<file path="config.mk">
export PLATFORM = sky130hd
export DESIGN_NAME = serial_adder_ctrl_flat
export DESIGN_NICKNAME = d
export VERILOG_FILES = /design/src/rtl/serial_adder_ctrl_pkg.sv /design/src/rtl/serial_adder_ctrl_if.sv /design/src/rtl/serial_adder_ctrl_full_adder.sv /design/src/rtl/serial_adder_ctrl.sv /design/src/flat_wrapper.sv
export SDC_FILE = /design/constraint.sdc
export NUM_CORES = 1
export LEC_CHECK = 0
export ABC_AREA = 1
export CORE_MARGIN = 2
export CORE_UTILIZATION = 47
export CTS_BUF_LIST = sky130_fd_sc_hd__clkbuf_8 sky130_fd_sc_hd__clkbuf_16
export CTS_CLUSTER_DIAMETER = 200
export DETAILED_ROUTE_END_ITERATION = 8
export PLACE_DENSITY = 0.71
export SYNTH_ARGS = -nofsm -noshare
export SYNTH_HDL_FRONTEND = slang
export SYNTH_SLANG_ARGS = --single-unit
</file>
<file path="constraint.sdc">
create_clock -name CLK -period 1.3 [get_ports CLK]
set_input_delay 0.195 -clock CLK [delete_from_list [all_inputs] [get_ports CLK]]
set_output_delay 0.195 -clock CLK [all_outputs]
set_load 0.005 [all_outputs]
</file>
<file path="src/rtl/serial_adder_ctrl_pkg.sv">
// Shared types for the bit-serial adder controller: FSM states and counter sizing.
package serial_adder_pkg;

   typedef enum logic [1:0] {
      IDLE = 2'd0,
      RUN  = 2'd1,
      DONE = 2'd2
   } state_e;

   localparam int DEFAULT_WIDTH = 8;

   // The bit counter only has to reach WIDTH-1, so $clog2(WIDTH) bits suffice.
   function automatic int cnt_w(input int width);
      return (width < 2) ? 1 : $clog2(width);
   endfunction

   localparam int DEFAULT_CNT_W = cnt_w(DEFAULT_WIDTH);

endpackage

</file>
<file path="src/rtl/serial_adder_ctrl_if.sv">
// Request/result bundle between a requester and serial_adder_ctrl.
// Ovf is present only when SERIAL_ADDER_OVF_EN is defined.
interface serial_adder_ctrl_if #(
   parameter int WIDTH = serial_adder_pkg::DEFAULT_WIDTH
);
   logic             Start;
   logic [WIDTH-1:0] A;
   logic [WIDTH-1:0] B;
   logic             Cin;
   logic             Busy;
   logic             Done;
   logic [WIDTH-1:0] Sum;
   logic             Cout;
`ifdef SERIAL_ADDER_OVF_EN
   logic             Ovf;

   modport master (output Start, A, B, Cin, input Busy, Done, Sum, Cout, Ovf);
   modport slave  (input Start, A, B, Cin, output Busy, Done, Sum, Cout, Ovf);
`else
   modport master (output Start, A, B, Cin, input Busy, Done, Sum, Cout);
   modport slave  (input Start, A, B, Cin, output Busy, Done, Sum, Cout);
`endif
endinterface

</file>
<file path="src/rtl/serial_adder_ctrl_full_adder.sv">
// The shared one-bit full-adder cell driven bit-serially by serial_adder_ctrl.
module Full_Adder (
   input  logic A,
   input  logic B,
   input  logic Cin,
   output logic S,
   output logic Cout
);
   assign S    = A ^ B ^ Cin;
   assign Cout = (A & B) | (Cin & (A ^ B));
endmodule

</file>
<file path="src/rtl/serial_adder_ctrl.sv">
// Bit-serial adder controller: sequences one Full_Adder over WIDTH cycles, LSB first.
// Define SERIAL_ADDER_OVF_EN to add the registered signed-overflow output Ovf.
module serial_adder_ctrl
   import serial_adder_pkg::*;
#(
   parameter int WIDTH = DEFAULT_WIDTH
) (
   input  logic                CLK,
   input  logic                RST,
   serial_adder_ctrl_if.slave  bus
);

   localparam int            CW   = cnt_w(WIDTH);
   localparam logic [CW-1:0] LAST = CW'(WIDTH - 1);

   state_e           state_q, state_d;
   logic [WIDTH-1:0] a_sh, b_sh;
   logic [WIDTH-2:0] psum;
   logic [WIDTH-1:0] psum_next;
   logic [WIDTH-1:0] sum_q;
   logic [CW-1:0]    cnt_q;
   logic             carry_q;
   logic             cout_q;
   logic             fa_s, fa_cout;
   logic             load, step, last;
`ifdef SERIAL_ADDER_OVF_EN
   logic             ovf_q;
`endif

   Full_Adder u_fa (
      .A    (a_sh[0]),
      .B    (b_sh[0]),
      .Cin  (carry_q),
      .S    (fa_s),
      .Cout (fa_cout)
   );

   // Result bits arrive LSB first, so each new bit enters at the top and slides down.
   assign psum_next = {fa_s, psum};

   always_ff @(posedge CLK or negedge RST) begin
      if (!RST) state_q <= IDLE;
      else      state_q <= state_d;
   end

   always_comb begin
      state_d = state_q;
      load    = 1'b0;
      step    = 1'b0;
      last    = 1'b0;
      unique case (state_q)
         IDLE: begin
            if (bus.Start) begin
               load    = 1'b1;
               state_d = RUN;
            end
         end
         RUN: begin
            step = 1'b1;
            if (cnt_q == LAST) begin
               last    = 1'b1;
               state_d = DONE;
            end
         end
         DONE: begin
            if (bus.Start) begin
               load    = 1'b1;
               state_d = RUN;
            end else begin
               state_d = IDLE;
            end
         end
         default: state_d = IDLE;
      endcase
   end

   always_ff @(posedge CLK or negedge RST) begin
      if (!RST) begin
         a_sh    <= '0;
         b_sh    <= '0;
         psum    <= '0;
         carry_q <= 1'b0;
         cnt_q   <= '0;
         sum_q   <= '0;
         cout_q  <= 1'b0;
`ifdef SERIAL_ADDER_OVF_EN
         ovf_q   <= 1'b0;
`endif
      end else if (load) begin
         a_sh    <= bus.A;
         b_sh    <= bus.B;
         carry_q <= bus.Cin;
         psum    <= '0;
         cnt_q   <= '0;
      end else if (step) begin
         a_sh    <= a_sh >> 1;
         b_sh    <= b_sh >> 1;
         carry_q <= fa_cout;
         psum    <= psum_next[WIDTH-1:1];
         // Counter stops at LAST rather than wrapping.
         if (!last) cnt_q <= cnt_q + 1'b1;
         if (last) begin
            sum_q  <= psum_next;
            cout_q <= fa_cout;
`ifdef SERIAL_ADDER_OVF_EN
            // carry_q is the carry into the MSB during the final bit.
            ovf_q  <= carry_q ^ fa_cout;
`endif
         end
      end
   end

   assign bus.Busy = (state_q == RUN);
   assign bus.Done = (state_q == DONE);
   assign bus.Sum  = sum_q;
   assign bus.Cout = cout_q;
`ifdef SERIAL_ADDER_OVF_EN
   assign bus.Ovf  = ovf_q;
`endif

endmodule
</file>
<file path="src/flat_wrapper.sv">
// flat-port wrapper written by rule: the top's interface ports become plain ports
module serial_adder_ctrl_flat import serial_adder_pkg::*;
#(
   parameter int WIDTH = DEFAULT_WIDTH
)
  (CLK, RST, bus_Start, bus_A, bus_B, bus_Cin, bus_Busy, bus_Done, bus_Sum, bus_Cout);
  serial_adder_ctrl_if #(.WIDTH(WIDTH)) bus_i ();
  input  logic CLK;
  input  logic RST;
  input wire logic [$bits(bus_i.Start)-1:0] bus_Start;
  input wire logic [$bits(bus_i.A)-1:0] bus_A;
  input wire logic [$bits(bus_i.B)-1:0] bus_B;
  input wire logic [$bits(bus_i.Cin)-1:0] bus_Cin;
  output wire logic [$bits(bus_i.Busy)-1:0] bus_Busy;
  output wire logic [$bits(bus_i.Done)-1:0] bus_Done;
  output wire logic [$bits(bus_i.Sum)-1:0] bus_Sum;
  output wire logic [$bits(bus_i.Cout)-1:0] bus_Cout;
  assign bus_i.Start = bus_Start;
  assign bus_i.A = bus_A;
  assign bus_i.B = bus_B;
  assign bus_i.Cin = bus_Cin;
  assign bus_Busy = bus_i.Busy;
  assign bus_Done = bus_i.Done;
  assign bus_Sum = bus_i.Sum;
  assign bus_Cout = bus_i.Cout;
  serial_adder_ctrl #(.WIDTH(WIDTH)) u_core (.CLK(CLK), .RST(RST), .bus(bus_i));
endmodule
</file>
# Yosys cells after proc, flatten, opt, wreduce, memory -nomap -nowiden
# Index checks and enable logic that the tools add are counted.
# Widths: inputs -> output; s select.
# word_totals
elab_cells,47
out_inout_bits,11
regBits,38
in_bits,20
# op_classes
bitwise_logic,6
n_reduce_logical,6
n_eq_ne,6
add_sub_neg,1
n_mux,20
# op_table
operator,n
$mux 8,4
$mux 7,2
$mux 3,3
$mux 1,8
$pmux 2 s3,1
$mux 2,2
$ne 2x1->1 const B,2
$reduce_and 2->1,2
$add 3x1->3 const B,1
$eq 3x3->1 const B,1
$reduce_and 3->1,1
$and 1x1->1,2
$eq 2x1->1 const B,1
$eq 2x2->1 const B,1
$logic_not 2->1,1
$ne 2x2->1 const B,1
$reduce_bool 2->1,1
$reduce_or 2->1,1
$xor 1x1->1,2
$not 1->1,1
$or 1x1->1,1

# Depth between registers and ports, before layout
# logic_depth
depth_word,6
mapped_depth,7
mapped_depth_nobuf,7

# Modules after synthesis
# A second synthesis with hierarchy kept.
# hier_totals
hier_cells,220
area_unflattened_um2,1793.0
# by_module_without_submodules
mod,seq_area_each_um2,instances,cells_each,area_per_inst_um2
serial_adder_ctrl,950.9,1,219,1773.0
Full_Adder,0.0,1,1,20.0

# Worst setup path before layout
# OpenSTA, ideal clock, no wires.
# synth_path
kind,register -> register
from,register u_core.cnt_q[0]
to,register u_core.cnt_q[0]
path_buffers,0
setup_slack_ns,0.024
synth_period_minus_slack_ns,1.276
required_ns,1.235
path_stages_with_launch,8
arrival_ns,1.212
setup_ns,0.065
cell_sequence,dfrtp_1 > ha_1 > ha_1 > inv_1 > nand3_1 > inv_1 > nand2_1 > nand2_1
# synth_via
elab_chain_len,5
word_cells_on_any_way,9
cone_classes,1 x add/sub; 2 x eq/ne; 5 x mux; 1 x reduce/logical
# synth_lines
element,line,source
start: declaration,serial_adder_ctrl.sv:21,logic [CW-1:0] cnt_q;
start signal: assignment,serial_adder_ctrl.sv:101,if (!last) cnt_q <= cnt_q + 1'b1;
"parallel branches: the longest is 5 deep, another holds $add 3x1->3",--,
# Parallel ways; which one is timed is not known. The select of a mux whose other input is x is not followed.
# A chain may end at the register's enable or synchronous reset.

# Final worst setup path
# layout_path
from,register u_core.cnt_q[1]
to,"register u_core.sum_q[7], in the netlist u_core.bus.Sum[7]"
# layout_via
elab_chain_len,4
# layout_lines
element,line,source
$eq 3x3->1,serial_adder_ctrl.sv:60,if (cnt_q == LAST) begin
$mux 1,serial_adder_ctrl.sv:60,
$mux 1,serial_adder_ctrl.sv:51,unique case (state_q)
$reduce_and 3->1 (no line),--,
end signal: assignment,serial_adder_ctrl.sv:103,sum_q <= psum_next;
end: declaration,serial_adder_ctrl.sv:20,logic [WIDTH-1:0] sum_q;
# Every way passes these cells.

==> run metrics <==
clock-pin slew on the worst setup and hold paths 0.07 ns; worst slew pin tran ~0.23 ns; clock network latency to the later pin of the worst-skew pair 0.29 ns; largest net degree at the start of global routing 39; Relative slew margins 0.845; RSZ-0062 raised after global routing yes; ant diodes 0; highest net fanout along the worst path 5; Leak Pwr 1.32 nW; Max Root-Sink Buffers 2; Port Buffer Count 30; IO Pins 31; Synth area leader dfrtp_1; RR Startpoint u_core.cnt_q[1]; antenna viol nets, final 0; CTS root buf clkbuf_8; RePlAce Congestion about 0.84; Die Span X 65.2 um; Initial DRC Count 85; Max Cap Viol 0; H-Tree Level Count 2; CTS sink count 38; most frequent cells in the layout nand2_1, nand3_1, dfrtp_1, clkdlybuf4s50_1, buf_4; CP startpoint kind flip-flop; Num CTS Buffers 5; routed length per instance approximately 12 um; vias in the first global route 1437; Via density 4.96; num rows 22; Synth Cell Area 1760 um^2; dpl hpwl 2390 um; Synth Instances around 220; Initial Utilization 0.484; r2r setup slk 0.008 ns; Setup Skew between 0.008 and 0.009 ns; Fmax 774 MHz; # DRC 0; Tcrit/Tclk final 0.993; worst flop-to-flop path endpoint u_core.bus.Sum[7]; initial antenna violation count 0; syn nets 238; Detailed Routing Iterations Pass 1 4; share of layout cells above drive strength 1 0.210; core area 3630 um^2; CP Capture Type flip-flop; Tmin final 1.29 ns; DIE AREA ~4200 um^2; Total Nets Final a little under 300; Netlist cell types 15; Filler Cell Count 330; Peak supply drop 1.03 mV; Die Ht 65.2 um; critical path class reg2reg; via count about 1600; Overall Power 0.00536 W; Yosys top cell area share 0.541; Final Setup Violations 0; fin worst setup slack between 0.008 and 0.009 ns; most common cell after layout, fill and taps aside nand2_1; GRT overflow 0; Hold Crit Class in2async; main area contributors after synthesis dfrtp_1, nand2_1, nand3_1, inv_1, buf_4; Pwr Density ~2200 nW/um^2; Routed WL 3930 um; Place WS -0.0751 ns; gr usage total 0.198; Worst Path Arrival roughly 1.5 ns; Reg2Reg Depth 8; Syn Area/Cell 8.18 um^2; final hold violation count 0; Max Slew Vio Count 0; outcome complete, no violations; area grow syn2layout 39.8%; global-route wire length before repair 6410 um; sequential cell area fraction in the yosys report 0.541; TritonCTS clock tree yes; critical path required time ~1.5 ns; Yosys reg bits 38; Syn. warnings 0
-- worst max-delay path, stage by stage (launching register included) --
cell and delay [ns]:
dfrtp_1 0.39, ha_2 0.21, ha_4 0.17, inv_4 0.07
buf_6 0.09, nor2_4 0.04, buf_6 0.12, nand2_1 0.05
nand2_1 0.05
-- area by class of cell --
class	instances	area, um^2	share of cell area
tap	48	60.1	0.0244
timing repair buffer	58	531	0.216
inverter	16	65.1	0.0265
clock inverter	2	10.0	0.00407
multi-input combinational	152	772	0.314
clock buffer	5	68.8	0.0280
sequential	38	951	0.387
-- state kept, by name (all words and copies together), names as in the netlist --
register / cells
u_core.b_sh: 8
u_core.bus.Cout: 1
u_core.state_q: 2
u_core.psum: 7
u_core.bus.Sum: 8
u_core.carry_q: 1
u_core.a_sh: 8
u_core.cnt_q: 3
-- metal layers --
layer  global-route usage  up-vias  part of all wire  wire length, um
li1                     -      782                 -                -
met1                0.249      751              0.44             1720
met3               0.0411        5             0.041              160
met2                0.338       44              0.51             2010
met4               0.0781        0             0.012               48
met5                    0        -                 0                0
-- Yosys cell counts --
cell type and count:
nand2_1 98, nand3_1 43, dfrtp_1 38, inv_1 15, buf_4 5, buf_2 4
ha_1 2, nand2_2 2, nor2_4 2, fa_1 1, inv_2 1, nand2_4 1
nor2_1 1, nor2_2 1, o21ai_1 1
-- how the worst max path moves through the flow --
stage / start / to / slack, ns / cells past startpoint
after floorplan: u_core.cnt_q[0] / u_core.cnt_q[0] / 0.02 / 7
after global placement: bus_Start / u_core.a_sh[3] / -0.06 / 7
after detailed placement: bus_Start / u_core.a_sh[6] / -0.08 / 7
after CTS: u_core.state_q[0] / bus_Done / -0.07 / 3
after global routing: u_core.cnt_q[1] / u_core.bus.Sum[6] / -0.06 / 8
final: u_core.cnt_q[1] / u_core.bus.Sum[7] / 0.008 / 8
-- power by group --
group	total (W)	switching (W)	internal (W)
sequential	0.00209	0.000350	0.00174
combinational	0.00251	0.00133	0.00118
clock	0.000758	0.000399	0.000360
-- timing repair --
action / in CTS / in global routing
endpoints found under the hold margin: 38 / 0
setup endpoints to repair: 14 / 32
hold buffers: 1 / 0
pin swaps: 1 / 6
cloned: 0 / 1
gates resized for setup: 18 / 32
buffers inserted: 5 / 5
-- per-stage QoR --
| stage | util | instances | cell area [um^2] | TNS [ns] | hold WS, ns |
|---|---|---|---|---|---|
| final | 0.676 | 319 | 2460 | 0 | 0.411 |
| after global placement | 0.602 | 300 | 2190 | -0.827 | 0.179 |
| after floorplan | - | 215 | 1760 | 0 | -0.101 |
| after global routing | 0.676 | 319 | 2460 | -0.484 | 0.426 |
| after CTS | 0.637 | 313 | 2320 | -0.0724 | 0.421 |
| after detailed placement | 0.602 | 300 | 2190 | -1.01 | 0.180 |
-- kinds of logic (layout without fill, tap and decap cells) --
family	after synthesis	count (layout)	share of synthesized area
AOI/OAI and AO/OA	1	1	0.00284
buffers and inverters	25	81	0.0669
and+or+nand+nor	148	148	0.364
adders and majority gates	3	3	0.0256
DFF	38	38	0.541
Power figures use the tool's default switching activity.
